--- config.mk ---
export PLATFORM = sky130hd
export DESIGN_NAME = tri_period_sequencer
export DESIGN_NICKNAME = d
export VERILOG_FILES = /design/src/rtl/tri_period_sequencer.sv
export SDC_FILE = /design/constraint.sdc
export NUM_CORES = 1
export LEC_CHECK = 0
export CAP_MARGIN = 0
export CORE_MARGIN = 5
export CORE_UTILIZATION = 49
export DETAILED_ROUTE_END_ITERATION = 7
export GPL_ROUTABILITY_DRIVEN = 0
export HOLD_SLACK_MARGIN = 0.03
export MAX_ROUTING_LAYER = met4
export PLACE_DENSITY_LB_ADDON = 0.25
export RECOVER_POWER = 100
export SLEW_MARGIN = 40
export SYNTH_ARGS = -nofsm -noshare
export SYNTH_HDL_FRONTEND = slang
export SYNTH_SLANG_ARGS = --single-unit
--- constraint.sdc ---
create_clock -name CLK -period 3.3 [get_ports CLK]
set_input_delay 0.66 -clock CLK [delete_from_list [all_inputs] [get_ports CLK]]
set_output_delay 0.66 -clock CLK [all_outputs]
set_load 0.02 [all_outputs]
--- src/rtl/tri_period_sequencer.sv ---
// Sequences 11-bit triangle periods into the generator's nibble-wide
// LSEL/HSEL/HHSEL registers. The period can be loaded at once or reached by
// gliding one step at a time toward a target.
//
// Request handshake: a request transfers on a rising CLK edge where
// REQ_VALID && REQ_READY. REQ_READY depends only on the registered state,
// never on REQ_VALID. REQ_PERIOD and REQ_GLIDE are sampled on that edge only.
module tri_period_sequencer #(
  parameter int RATE_W = 8
) (
  input  logic              CLK,
  input  logic              RST,
  input  logic              REQ_VALID,
  output logic              REQ_READY,
  input  logic [10:0]       REQ_PERIOD,
  input  logic [RATE_W-1:0] REQ_GLIDE,
  input  logic              TICK,
  output logic [3:0]        DIN,
  output logic              LSEL,
  output logic              HSEL,
  output logic              HHSEL,
  output logic              RST_C,
  output logic              BUSY,
  output logic [10:0]       CUR_PERIOD,
  output logic [2:0]        dbgState
);

  typedef enum logic [2:0] {
    IDLE       = 3'd0,
    WR_L       = 3'd1,
    WR_H       = 3'd2,
    WR_HH      = 3'd3,
    RESTART    = 3'd4,
    GLIDE_WAIT = 3'd5
  } state_t;

  localparam logic [RATE_W-1:0] RATE_ONE = RATE_W'(1);

  state_t            state, stateNext;
  logic [10:0]       cur, curNext;
  logic [10:0]       target, targetNext;
  logic [RATE_W-1:0] rate, rateNext;
  logic [RATE_W-1:0] tcnt, tcntNext;
  logic              imm, immNext;
  logic              reqAccept;

  assign REQ_READY  = (state == IDLE) || (state == GLIDE_WAIT);
  assign reqAccept  = REQ_VALID && REQ_READY;
  assign CUR_PERIOD = cur;
  assign dbgState   = state;

  // State register; reset aborts any write sequence at once.
  always_ff @(posedge CLK or posedge RST) begin
    if (RST) begin
      state  <= IDLE;
      cur    <= '0;
      target <= '0;
      rate   <= '0;
      tcnt   <= '0;
      imm    <= 1'b0;
    end else begin
      state  <= stateNext;
      cur    <= curNext;
      target <= targetNext;
      rate   <= rateNext;
      tcnt   <= tcntNext;
      imm    <= immNext;
    end
  end

  // Next-state logic: accepts, glide timebase counting and write sequencing.
  always_comb begin
    stateNext  = state;
    curNext    = cur;
    targetNext = target;
    rateNext   = rate;
    tcntNext   = tcnt;
    immNext    = imm;
    unique case (state)
      IDLE, GLIDE_WAIT: begin
        if (reqAccept) begin
          // A retarget wins over a same-cycle tick; the tick is dropped.
          targetNext = REQ_PERIOD;
          if (REQ_GLIDE == '0) begin
            curNext   = REQ_PERIOD;
            immNext   = 1'b1;
            stateNext = WR_L;
          end else begin
            rateNext  = REQ_GLIDE;
            tcntNext  = '0;
            immNext   = 1'b0;
            stateNext = (REQ_PERIOD == cur) ? IDLE : GLIDE_WAIT;
          end
        end else if ((state == GLIDE_WAIT) && TICK) begin
          if (tcnt == rate - RATE_ONE) begin
            tcntNext  = '0;
            curNext   = (target > cur) ? cur + 11'd1 : cur - 11'd1;
            stateNext = WR_L;
          end else begin
            tcntNext = tcnt + RATE_ONE;
          end
        end
      end
      WR_L:  stateNext = WR_H;
      WR_H:  stateNext = WR_HH;
      WR_HH: begin
        if (imm) begin
          stateNext = RESTART;
        end else if (cur == target) begin
          stateNext = IDLE;
        end else begin
          tcntNext  = '0;
          stateNext = GLIDE_WAIT;
        end
      end
      RESTART: stateNext = IDLE;
      default: stateNext = IDLE;
    endcase
  end

  // Output decode of the registered state; one strobe at most per cycle.
  always_comb begin
    DIN   = 4'h0;
    LSEL  = 1'b0;
    HSEL  = 1'b0;
    HHSEL = 1'b0;
    RST_C = 1'b0;
    BUSY  = (state != IDLE);
    unique case (state)
      WR_L: begin
        DIN  = cur[3:0];
        LSEL = 1'b1;
      end
      WR_H: begin
        DIN  = cur[7:4];
        HSEL = 1'b1;
      end
      WR_HH: begin
        DIN   = {1'b0, cur[10:8]};
        HHSEL = 1'b1;
      end
      RESTART: RST_C = 1'b1;
      default: DIN = 4'h0;
    endcase
  end

endmodule

==> metrics.md, run 1 <==
| Metric | Value |
|---|---|
| Run status | `finished clean` |
| Crit path largest cell delay | `0.41 ns` |
| Min cycle time layout | `approximately 3.2 ns` |
| Total congestion overflow | `0` |
| Final #Nets | `477` |
| Synth Warn # | `0` |
| Die area | `7970 um2` |
| Buf/Inv on CP | `3` |
| Via Count | `roughly 2,800` |
| Crit-path max FO | `3` |
| Yosys reg bits | `42` |
| Slowest cell on crit path | `dfrtp_2` |
| Post-Syn Nets | `just over 400` |
| Max Cap Violations | `0` |
| RSZ-0062 raised after global routing | `yes` |
| Synth Area in Simple Gates | `23.6%` |
| CTS HTree Levels | `2` |
| All-Layer GR Usage | `a little under a quarter` |
| Tightest Pin Transition | `approximately 1.0 ns` |
| Initial drt markers | `about 200` |
| Number of buffers created by CTS | `5` |
| CTS sink cnt | `42` |
| I/O pins | `between 40 and 50` |
| Port bufs | `46` |
| DRT Wirelength | `~8200 um` |
| Cell area after synthesis | `slightly above 3000 um2` |
| Core Rows | `28` |
| First-pass DRT Iterations | `4` |
| DRC violations left | `0` |
| Worst path top cell family by delay | `compound AO/OA/AOI/OAI gates` |
| Synth-to-Final Area Change | `26.7%` |
| Final Hold Fails | `0` |
| Layout cells sized above 1 | `between 10% and 20%` |
| Synthesized netlist cell count | `~370` |
| CTS root buf | `clkbuf_8` |
| Syn Area/Cell | `8.41 um2` |
| Hold-fix buffers at CTS | `0` |
| Fillers | `516` |
| Hold path start | `target[10]$_DFFE_PP0P_` |
| Reg clk slew, reported paths | `roughly 0.080 ns` |
| Asr flop ratio synth | `100%` |
| Clock latency on the worst-skew pair | `roughly 0.29 ns` |
| Reg2reg start | `CUR_PERIOD[2]$_DFFE_PP0P_` |
| Hpwl dp | `just over 6000 um` |
| Crit start category | `flop` |
| Worst min-delay path class | `flop to flop` |
| Slew Limit Headroom | `30.6%` |
| Multiplexer area fraction after synthesis | `less than 1%` |
| Number of synthesized flops with an enable pin | `0` |
| Die X | `89.3 um` |
| Initial Util | `51.1%` |
| Vias per inst | `between 5 and 6` |
| CTS tree | `yes` |
| CP Capture Type | `flop` |
| Count of different cell masters after synthesis | `55` |
| Fmax | `between 300 and 400 MHz` |
| Most used cell, CP | `buf_4` |
| Seq/Total Area, Yosys | `between 30% and 40%` |
| Largest family of logic cells by synthesized area | `simple AND/OR/NAND/NOR gates` |
| Final period util | `95.8%` |
| Crit path cell chain | `inv_1 -> ha_1 -> a21oi_1 -> o21a_1 -> o32ai_2 -> o31a_1 -> buf_4 -> fa_2 -> nor2b_2 -> o31ai_1 -> buf_4 -> a21oi_4 -> a31oi_2 -> xor2_1 -> a31o_2 -> a22oi_1` |
| Setup violations, final | `0` |
| First-pass GRT wire length | `around 14,000 um` |
| Hold WS | `0.484 ns` |
| Critical path class | `flop to flop` |
| Die Y | `a little under 90 um` |
| Max Slew Vio Count | `0` |
| Adder-Cell Fraction of Synth Area | `under 10%` |
| Xor-xnor portion of the synthesized cell area | `just over 8%` |
| Wirelength per Cell | `~16 um` |
| Worst endpoint required time | `roughly 3.5 ns` |
| Initial antenna violation count | `0` |
| Number of diodes | `0` |
| Synth Area in Compound Gates | `about a fifth` |
| Primary FF master, synth | `dfrtp_1` |
| Crit path DAT | `about 3.4 ns` |
| Largest net degree at the start of global routing | `43` |
| Max Root-Sink Buffers | `2` |
| CP startpoint | `CUR_PERIOD[2]$_DFFE_PP0P_` |
| Antenna Nets Post-Route | `0` |
| Vias in the first global route | `about 2,800` |
| Clock Skews | `between 0.007 and 0.008 ns` |
| Core ar. | `6030 um2` |
-- layout make-up --
type	instances	area, um2	share of cell area (%)
Clock buffer	8	80.1	2.05
Inverter	23	86.3	2.21
Multi-Input combinational cell	290	1950	50.0
Sequential cell	42	1060	27.2
Tap cell	75	93.8	2.41
Timing Repair Buffer	69	627	16.1
-- path summary, 6_finish.rpt --
path | to | slack (ns) | depth (start not counted)
max in group asynchronous | CUR_PERIOD[1]$_DFFE_PP0P_ | 1.45 | 3
worst min register to register | target[10]$_DFFE_PP0P_ | 0.48 | 2
worst max-delay path | CUR_PERIOD[10]$_DFFE_PP0P_ | 0.14 | 16
worst max register to register | CUR_PERIOD[10]$_DFFE_PP0P_ | 0.14 | 16
min in group asynchronous | target[10]$_DFFE_PP0P_ | 1.13 | 3
worst min-delay path | target[10]$_DFFE_PP0P_ | 0.48 | 2
-- timing repair --
item | CTS | global route
setup buffers | 2 | 0
resized for setup | 4 | 12
setup endpoints to repair | 2 | 4
pin swaps | 2 | 4
-- layout by cell type (no fill, tap or decap), drive strengths merged, types with 4 or more instances in the layout --
cell	synthesis	layout
a21oi	16	16
a22oi	4	4
a31oi	6	6
buf	4	21
clkbuf	7	10
clkdlybuf4s50	0	21
dfrtp	42	42
dlygate4sd3	0	25
ha	22	22
inv	23	23
nand2	79	79
nand2b	4	4
nand3	12	12
nand4	5	5
nor2	22	22
nor2b	5	5
nor3	10	10
nor3b	5	5
o21ai	23	23
o22ai	6	6
xnor2	20	20
xor2	9	9
-- registers in the layout, indices dropped and copies added (netlist names) --
name / flops
rate: 8
imm: 1
dbgState: 3
tcnt: 8
target: 11
CUR_PERIOD: 11
-- synth_stat cells (3+ instances only) --
library cell	instances	area (um2)
nand2_1	78	293
a31oi_2	5	62.6
nand4_1	5	31.3
nor2_2	5	31.3
a21oi_1	16	80.1
nor3_1	9	45.0
nor2_1	17	63.8
clkbuf_1	7	26.3
xnor2_1	20	175
nand3b_1	3	22.5
dfrtp_1	42	1050
o21a_1	3	22.5
nor2b_1	5	31.3
o21ai_0	22	110
a22o_1	3	26.3
o22ai_1	6	37.5
ha_1	22	275
inv_1	23	86.3
a22oi_1	4	30.0
nand3_1	12	60.1
nand2b_1	4	25.0
nor3b_1	5	37.5
xor2_1	9	78.8
-- layer usage --
layer  up-vias  track usage (%)  routed length, um
met2        62             38.8               4210
met1      1365             28.6               3580
met5         -                -                  0
met3         4             2.86                329
met4         0             4.60                 44
li1       1407                -                  -
-- through the flow --
stage / setup TNS [ns] / area, um2 / std cells / worst slack [ns] / utilization [%]
after floorplan: 0 / 3090 / 366 / 0.0113 / -
after global placement: 0 / 3740 / 497 / 0.0358 / 62.0
after detailed placement: -0.0486 / 3740 / 497 / -0.0486 / 62.0
after CTS: 0 / 3850 / 507 / 0.00275 / 64.0
after global routing: -0.0271 / 3900 / 507 / -0.0271 / 64.7
final: 0 / 3900 / 507 / 0.140 / 64.7
-- worst register-to-register path: cells and delay by family, from the launching register on --
family,cells,cell delay (ns)
AOI/OAI and AO/OA,9,1.36
adders and majority gates,2,0.61
DFF,1,0.41
buffers and inverters,3,0.39
xor gates and xnor gates,1,0.16
and+or+nand+nor,1,0.14
-- cell families after synthesis --
kind of cell / count (synthesis)
mux: 1
fa+ha+maj: 23
simple gates: 154
compound gates: 83
xor+xnor: 29
flops: 42
buf+inv: 34
Power of run 1 is not shown: default switching activity piles up to over one toggle a cycle in this logic, so the estimate is an artifact.
==> run 2: changes to the inputs <==
--- a/config.mk
+++ b/config.mk
@@ -6,7 +6,6 @@
 export NUM_CORES = 1
 export LEC_CHECK = 0
 export CAP_MARGIN = 0
-export CORE_MARGIN = 5
 export CORE_UTILIZATION = 49
 export DETAILED_ROUTE_END_ITERATION = 7
 export GPL_ROUTABILITY_DRIVEN = 0
==> metrics.md, run 2 (synthesis results as in run 1) <==
| Metric | Value |
|---|---|
| CTS sink cnt | `42 (unchanged)` |
| Crit-path max FO | `3 (unchanged)` |
| Total congestion overflow | `0 (unchanged)` |
| Critical path class | `flop to flop` |
| Commonest non-fill, non-tap cell in the layout | `nand2_1` |
| All-Layer GR Usage | `27.1% (+4.6 points)` |
| Initial antenna violation count | `0 (unchanged)` |
| Number of diodes | `0 (unchanged)` |
| Number of buffers created by CTS | `5 (unchanged)` |
| Max Root-Sink Buffers | `2 (unchanged)` |
| CP Capture Type | `flop` |
| Clock Skews | `0.00490 ns (-0.00232 ns)` |
| Initial drt markers | `207 (+6.2%)` |
| Crit path largest cell delay | `0.40 ns (about the same)` |
| Crit path cell chain | `ha_1 -> nand4_1 -> nor3_2 -> inv_1 -> o31a_1 -> buf_4 -> fa_2 -> nor2b_2 -> o31ai_2 -> buf_4 -> a21oi_2 -> a31oi_1 -> xor2_1 -> a31o_2 -> a22oi_2` |
| First-pass GRT wire length | `13,100 um (-3.1%)` |
| Hold path start | `target[4]$_DFFE_PP0P_` |
| Wirelength per Cell | `15.9 um (-1.3%)` |
| Antenna Nets Post-Route | `0 (unchanged)` |
| Final Hold Fails | `0 (unchanged)` |
| Port bufs | `46 (unchanged)` |
| Reg clk slew, reported paths | `0.08 ns (about the same)` |
| Min cycle time layout | `3.13 ns (-0.0305 ns)` |
| Synth-to-Final Area Change | `30.4%` |
| Via Count | `2,909 (+2.5%)` |
| Reg2reg start | `target[6]$_DFFE_PP0P_` |
| First-pass DRT Iterations | `4 (unchanged)` |
| Final #Nets | `480 (+0.63%)` |
| Layout cells sized above 1 | `18.2% (+2.9 points)` |
| Slowest cell on crit path | `dfrtp_1` |
| Reg2Reg Setup Slack | `0.17 ns (+0.03 ns)` |
| Crit path DAT | `3.34 ns (-0.03 ns)` |
| Commonest non-fill, non-tap cells in the layout | `78 x nand2_1, 34 x dfrtp_1, 27 x clkdlybuf4s50_1` |
| I/O pins | `47 (unchanged)` |
| DRC violations left | `0 (unchanged)` |
| Hold WS | `0.485 ns (+0.000922 ns)` |
| Worst min-delay path class | `flop to flop` |
| Initial Util | `51.4% (+0.30 points)` |
| Hold-fix buffers at CTS | `0 (unchanged)` |
| Reg2Reg Depth | `15 (-1)` |
| Largest net degree at the start of global routing | `43 (unchanged)` |
| Run status | `finished clean` |
| Vias in the first global route | `2,749 (-0.87%)` |
| Hold-critical path endpoint | `target[4]$_DFFE_PP0P_` |
| Setup violations, final | `0 (unchanged)` |
| Worst endpoint required time | `3.51 ns (about the same)` |
| Most used cell, CP | `buf_4` |
| Fmax | `320 MHz (+0.97%)` |
| Clock latency on the worst-skew pair | `0.29 ns (about the same)` |
| Die X | `81.3 um (-9.0%)` |
| Max Slew Vio Count | `0 (unchanged)` |
| Critical R2R Capture | `CUR_PERIOD[10]$_DFFE_PP0P_` |
| Crit start category | `flop` |
| RSZ-0062 raised after global routing | `yes` |
| CTS root buf | `clkbuf_8` |
| CTS HTree Levels | `2 (unchanged)` |
| Core Rows | `28 (unchanged)` |
| Vias per inst | `5.70 (+1.9%)` |
| Die Y | `81.3 um (-9.0%)` |
| Core ar. | `5990 um2 (-0.58%)` |
| Slew Limit Headroom | `29.1% (-1.5 points)` |
| Hpwl dp | `5920 um (-4.9%)` |
| WHS Path Cells | `2 (unchanged)` |
| Tightest Pin Transition | `1.06 ns (+0.0232 ns)` |
| CTS tree | `yes` |
| DRT Wirelength | `8110 um (-0.69%)` |
| Max Cap Violations | `0 (unchanged)` |
| Die area | `6600 um2 (-17%)` |
| Final period util | `94.8% (-0.92 points)` |
[run 2: cell types whose count changed in the layout (fill, tap and decap cells not counted), moves of 4 or more]
cell | previous run | this run
dlygate4sd3_1 | 25 | 19
ha_1 | 20 | 16
clkdlybuf4s50_1 | 21 | 27
ha_4 | 0 | 6
[run 2: critical path, delay by kind of cell, from the launching register on]
family          cells  cell delay, ns
fa+ha+maj           2            0.68
buf+inv             3            0.40
xor+xnor            1            0.19
simple gates        3            0.58
flops               1            0.40
compound gates      6            0.81
[run 2: area by class of cell]
cell class | count | area, um2
timing repair buffer | 72 | 653
clock inverter | 1 | 5.00
tap | 75 | 93.8
multi-input combinational | 290 | 2030
clock buffer | 7 | 86.3
inverter | 23 | 86.3
fill | 482 | 1980
sequential | 42 | 1060
[run 2: worst max-delay path by stage]
stage,start,end,slack [ns],cells after the start
2_1_floorplan,CUR_PERIOD[5]$_DFFE_PP0P_,CUR_PERIOD[10]$_DFFE_PP0P_,0.01,15
3_3_place_gp,CUR_PERIOD[2]$_DFFE_PP0P_,CUR_PERIOD[10]$_DFFE_PP0P_,0.06,16
3_5_place_dp,CUR_PERIOD[2]$_DFFE_PP0P_,CUR_PERIOD[10]$_DFFE_PP0P_,-0.07,16
4_1_cts,CUR_PERIOD[2]$_DFFE_PP0P_,CUR_PERIOD[10]$_DFFE_PP0P_,0.008,16
5_1_grt,CUR_PERIOD[2]$_DFFE_PP0P_,CUR_PERIOD[10]$_DFFE_PP0P_,-0.03,16
6_report,target[6]$_DFFE_PP0P_,CUR_PERIOD[10]$_DFFE_PP0P_,0.17,15
[run 2: per-layer routing]
layer	part of all wire [%]	up-vias	GRT usage, %	routed length [um]
met5	0	-	-	0
li1	-	1420	-	-
met4	2.2	0	6.96	180
met2	49	80	45.5	4000
met1	45	1391	33.9	3620
met3	3.8	18	4.38	308
[run 2: timing repair]
item,CTS,global route
pin swaps,1,13
setup buffers,1,3
endpoints found under the setup margin,2,5
resized for setup,6,22
[run 2: metrics by stage]
step | utilization (%) | std cells | worst slack, ns | cell area, um2 | TNS (ns)
2_1_floorplan | - | 366 | 0.0113 | 3090 | 0
3_3_place_gp | 62.5 | 498 | 0.0604 | 3750 | 0
3_5_place_dp | 62.5 | 498 | -0.0694 | 3750 | -0.0694
4_1_cts | 64.7 | 507 | 0.00847 | 3880 | 0
5_1_grt | 67.0 | 510 | -0.0301 | 4010 | -0.0301
6_report | 67.0 | 510 | 0.170 | 4010 | 0
Power of run 2 is left out for the same reason.
==> run 3: changes to the inputs <==
--- a/config.mk
+++ b/config.mk
@@ -6,7 +6,7 @@
 export NUM_CORES = 1
 export LEC_CHECK = 0
 export CAP_MARGIN = 0
-export CORE_UTILIZATION = 49
+export CORE_UTILIZATION = 59
 export DETAILED_ROUTE_END_ITERATION = 7
 export GPL_ROUTABILITY_DRIVEN = 0
 export HOLD_SLACK_MARGIN = 0.03
==> constraint.sdc (replaced) <==
create_clock -name CLK -period 4 [get_ports CLK]
set_input_delay 0.8 -clock CLK [delete_from_list [all_inputs] [get_ports CLK]]
set_output_delay 0.8 -clock CLK [all_outputs]
set_load 0.02 [all_outputs]
==> metrics.md, run 3 (synthesis results as in run 1) <==
| Metric | Value |
|---|---|
| Failing checks | `capacitance limit, slew limit` |
| First-pass GRT wire length | `13,000 um (-0.37%)` |
| Number of buffers created by CTS | `5 (unchanged)` |
| Hpwl dp | `5800 um (-2.1%)` |
| I/O pins | `47 (unchanged)` |
| Fmax | `266 MHz (-17%)` |
| Layout cells sized above 1 | `6.54% (-12 points)` |
| Die area | `5510 um2 (-17%)` |
| Wirelength per Cell | `16.5 um (+3.6%)` |
| CTS root buf | `clkbuf_8` |
| CTS HTree Levels | `2 (unchanged)` |
| Reg clk slew, reported paths | `0.09 ns (about the same)` |
| Max Slew Vio Count | `43 (+43)` |
| Largest net degree at the start of global routing | `43 (unchanged)` |
| DRT Wirelength | `7900 um (-2.5%)` |
| Die Y | `74.2 um (-8.7%)` |
| Die X | `74.2 um (-8.7%)` |
| Buf/Inv on CP | `2 (-1)` |
| Setup TNS | `0 ns (unchanged)` |
| CTS tree | `yes` |
| WHS Path Cells | `2 (unchanged)` |
| Vias per inst | `6.11 (+7.1%)` |
| Synth-to-Final Area Change | `19.9%` |
| Resize count post-CTS | `0 (-6)` |
| Final period util | `93.8% (-0.99 points)` |
| CP startpoint | `CUR_PERIOD[6]$_DFFE_PP0P_` |
| Clock latency on the worst-skew pair | `0.30 ns (about the same)` |
| Initial Util | `63.1% (+12 points)` |
| Final Hold Fails | `0 (unchanged)` |
| Max Cap Violations | `1 (+1)` |
| Critical path class | `flop to flop` |
| Reg2reg start | `CUR_PERIOD[6]$_DFFE_PP0P_` |
| Setup violations, final | `0 (unchanged)` |
| Worst path top cell family by delay | `compound AO/OA/AOI/OAI gates` |
| Slowest cell on crit path | `dfrtp_1` |
| Critical R2R Capture | `CUR_PERIOD[10]$_DFFE_PP0P_` |
| RSZ-0062 raised after global routing | `no` |
| Crit path largest cell delay | `0.51 ns (+0.11 ns)` |
| Commonest non-fill, non-tap cell in the layout | `nand2_1` |
| Final #Nets | `458 (-4.6%)` |
| Reg2Reg Setup Slack | `0.25 ns (+0.08 ns)` |
| Cell depth of the worst setup path | `14 (-1)` |
| Run status | `finished with violations` |
| Port bufs | `46 (unchanged)` |
| Core Rows | `25 (-11%)` |
| Total congestion overflow | `0 (unchanged)` |
| Initial drt markers | `390 (+88%)` |
| Worst endpoint required time | `4.15 ns (+0.64 ns)` |
| Initial antenna violation count | `0 (unchanged)` |
| First-pass DRT Iterations | `7 (+3)` |
| Worst min-delay path class | `flop to flop` |
| All-Layer GR Usage | `32.3% (+5.1 points)` |
| Max Root-Sink Buffers | `2 (unchanged)` |
| Tightest Pin Transition | `2.27 ns (+1.21 ns)` |
| Post-CTS Setup Inserts | `0 (-1)` |
| Crit path cell chain | `inv_1 -> ha_1 -> nand4_1 -> o32ai_1 -> o31a_1 -> inv_1 -> ha_1 -> or3_1 -> nor2_1 -> a21oi_1 -> a31oi_1 -> xor2_1 -> a31o_2 -> a22oi_1` |
| Core ar. | `4880 um2 (-19%)` |
| CTS sink cnt | `42 (unchanged)` |
| Crit-path max FO | `9 (+6)` |
| Antenna Nets Post-Route | `0 (unchanged)` |
| Via Count | `2,932 (+0.79%)` |
| DRC violations left | `0 (unchanged)` |
| Crit path DAT | `3.91 ns (+0.57 ns)` |
| CP endpoint | `CUR_PERIOD[10]$_DFFE_PP0P_` |
| Clock Skews | `0.0105 ns (+0.00564 ns)` |
| CP Capture Type | `flop` |
| Crit start category | `flop` |
| Hold-fix buffers at CTS | `0 (unchanged)` |
| Number of diodes | `0 (unchanged)` |
| Reg2Reg Depth | `14 (-1)` |
| Commonest non-fill, non-tap cells in the layout | `78 x nand2_1, 42 x dfrtp_1, 26 x dlygate4sd3_1` |
| Min cycle time layout | `3.75 ns (+0.624 ns)` |
| Vias in the first global route | `2,739 (-0.36%)` |
| Slew Limit Headroom | `-51.4% (-80 points)` |
==> run 3: cell types whose count changed in the layout (fill, tap and decap cells not counted), moves of 2 or more <==
cell | previous run | this run
dlygate4sd3_1 | 19 | 26
dfrtp_1 | 34 | 42
ha_4 | 6 | 0
a21oi_1 | 14 | 16
buf_4 | 23 | 1
ha_1 | 16 | 22
clkdlybuf4s50_1 | 27 | 20
dfrtp_2 | 8 | 0
a21oi_2 | 2 | 0
inv_2 | 3 | 0
inv_1 | 20 | 23
==> run 3: worst min-delay path by stage <==
stage	startpoint	endpoint	slack (ns)
after floorplan	target[10]$_DFFE_PP0P_	target[10]$_DFFE_PP0P_	0.45
after global placement	target[9]$_DFFE_PP0P_	target[9]$_DFFE_PP0P_	0.46
after detailed placement	target[10]$_DFFE_PP0P_	target[10]$_DFFE_PP0P_	0.47
after CTS	target[10]$_DFFE_PP0P_	target[10]$_DFFE_PP0P_	0.49
after global routing	target[2]$_DFFE_PP0P_	target[2]$_DFFE_PP0P_	0.51
final	target[10]$_DFFE_PP0P_	target[10]$_DFFE_PP0P_	0.49
==> run 3: stage by stage <==
step	setup slack [ns]	hold WS (ns)	std cells	util, %	cell area (um2)
finish	0.246	0.489	480	75.6	3690
global route	0.0312	0.506	480	75.6	3690
CTS	0.257	0.488	480	75.8	3700
detailed placement	0.326	0.467	472	73.6	3590
global placement	0.401	0.464	472	73.6	3590
floorplan	0.681	0.450	366	-	3080
==> run 3: layer usage <==
layer	vias to the layer above	global-route usage, %	share of wire [%]
li1	1373	-	-
met1	1388	46.9	47
met2	155	45.4	43
met3	16	5.56	8.1
met4	0	10.9	1.6
met5	-	-	0
==> run 3: tightest hold or removal path, delay by kind of cell, from the launching register on <==
| family | cells | cell delay, ns |
|---|---|---|
| flip-flops | 1 | 0.36 |
| AND/OR/NAND/NOR | 2 | 0.11 |
==> run 3: final cells by class <==
class / instances / area (um2)
fillers: 371 / 1190
clock buffers: 5 / 68.8
multi-input cells: 290 / 1880
repair buffers: 50 / 479
clock inverters: 3 / 40.0
inverters: 23 / 86.3
well taps: 67 / 83.8
flip-flops and latches: 42 / 1050
Power of run 3 is left out for the same reason.
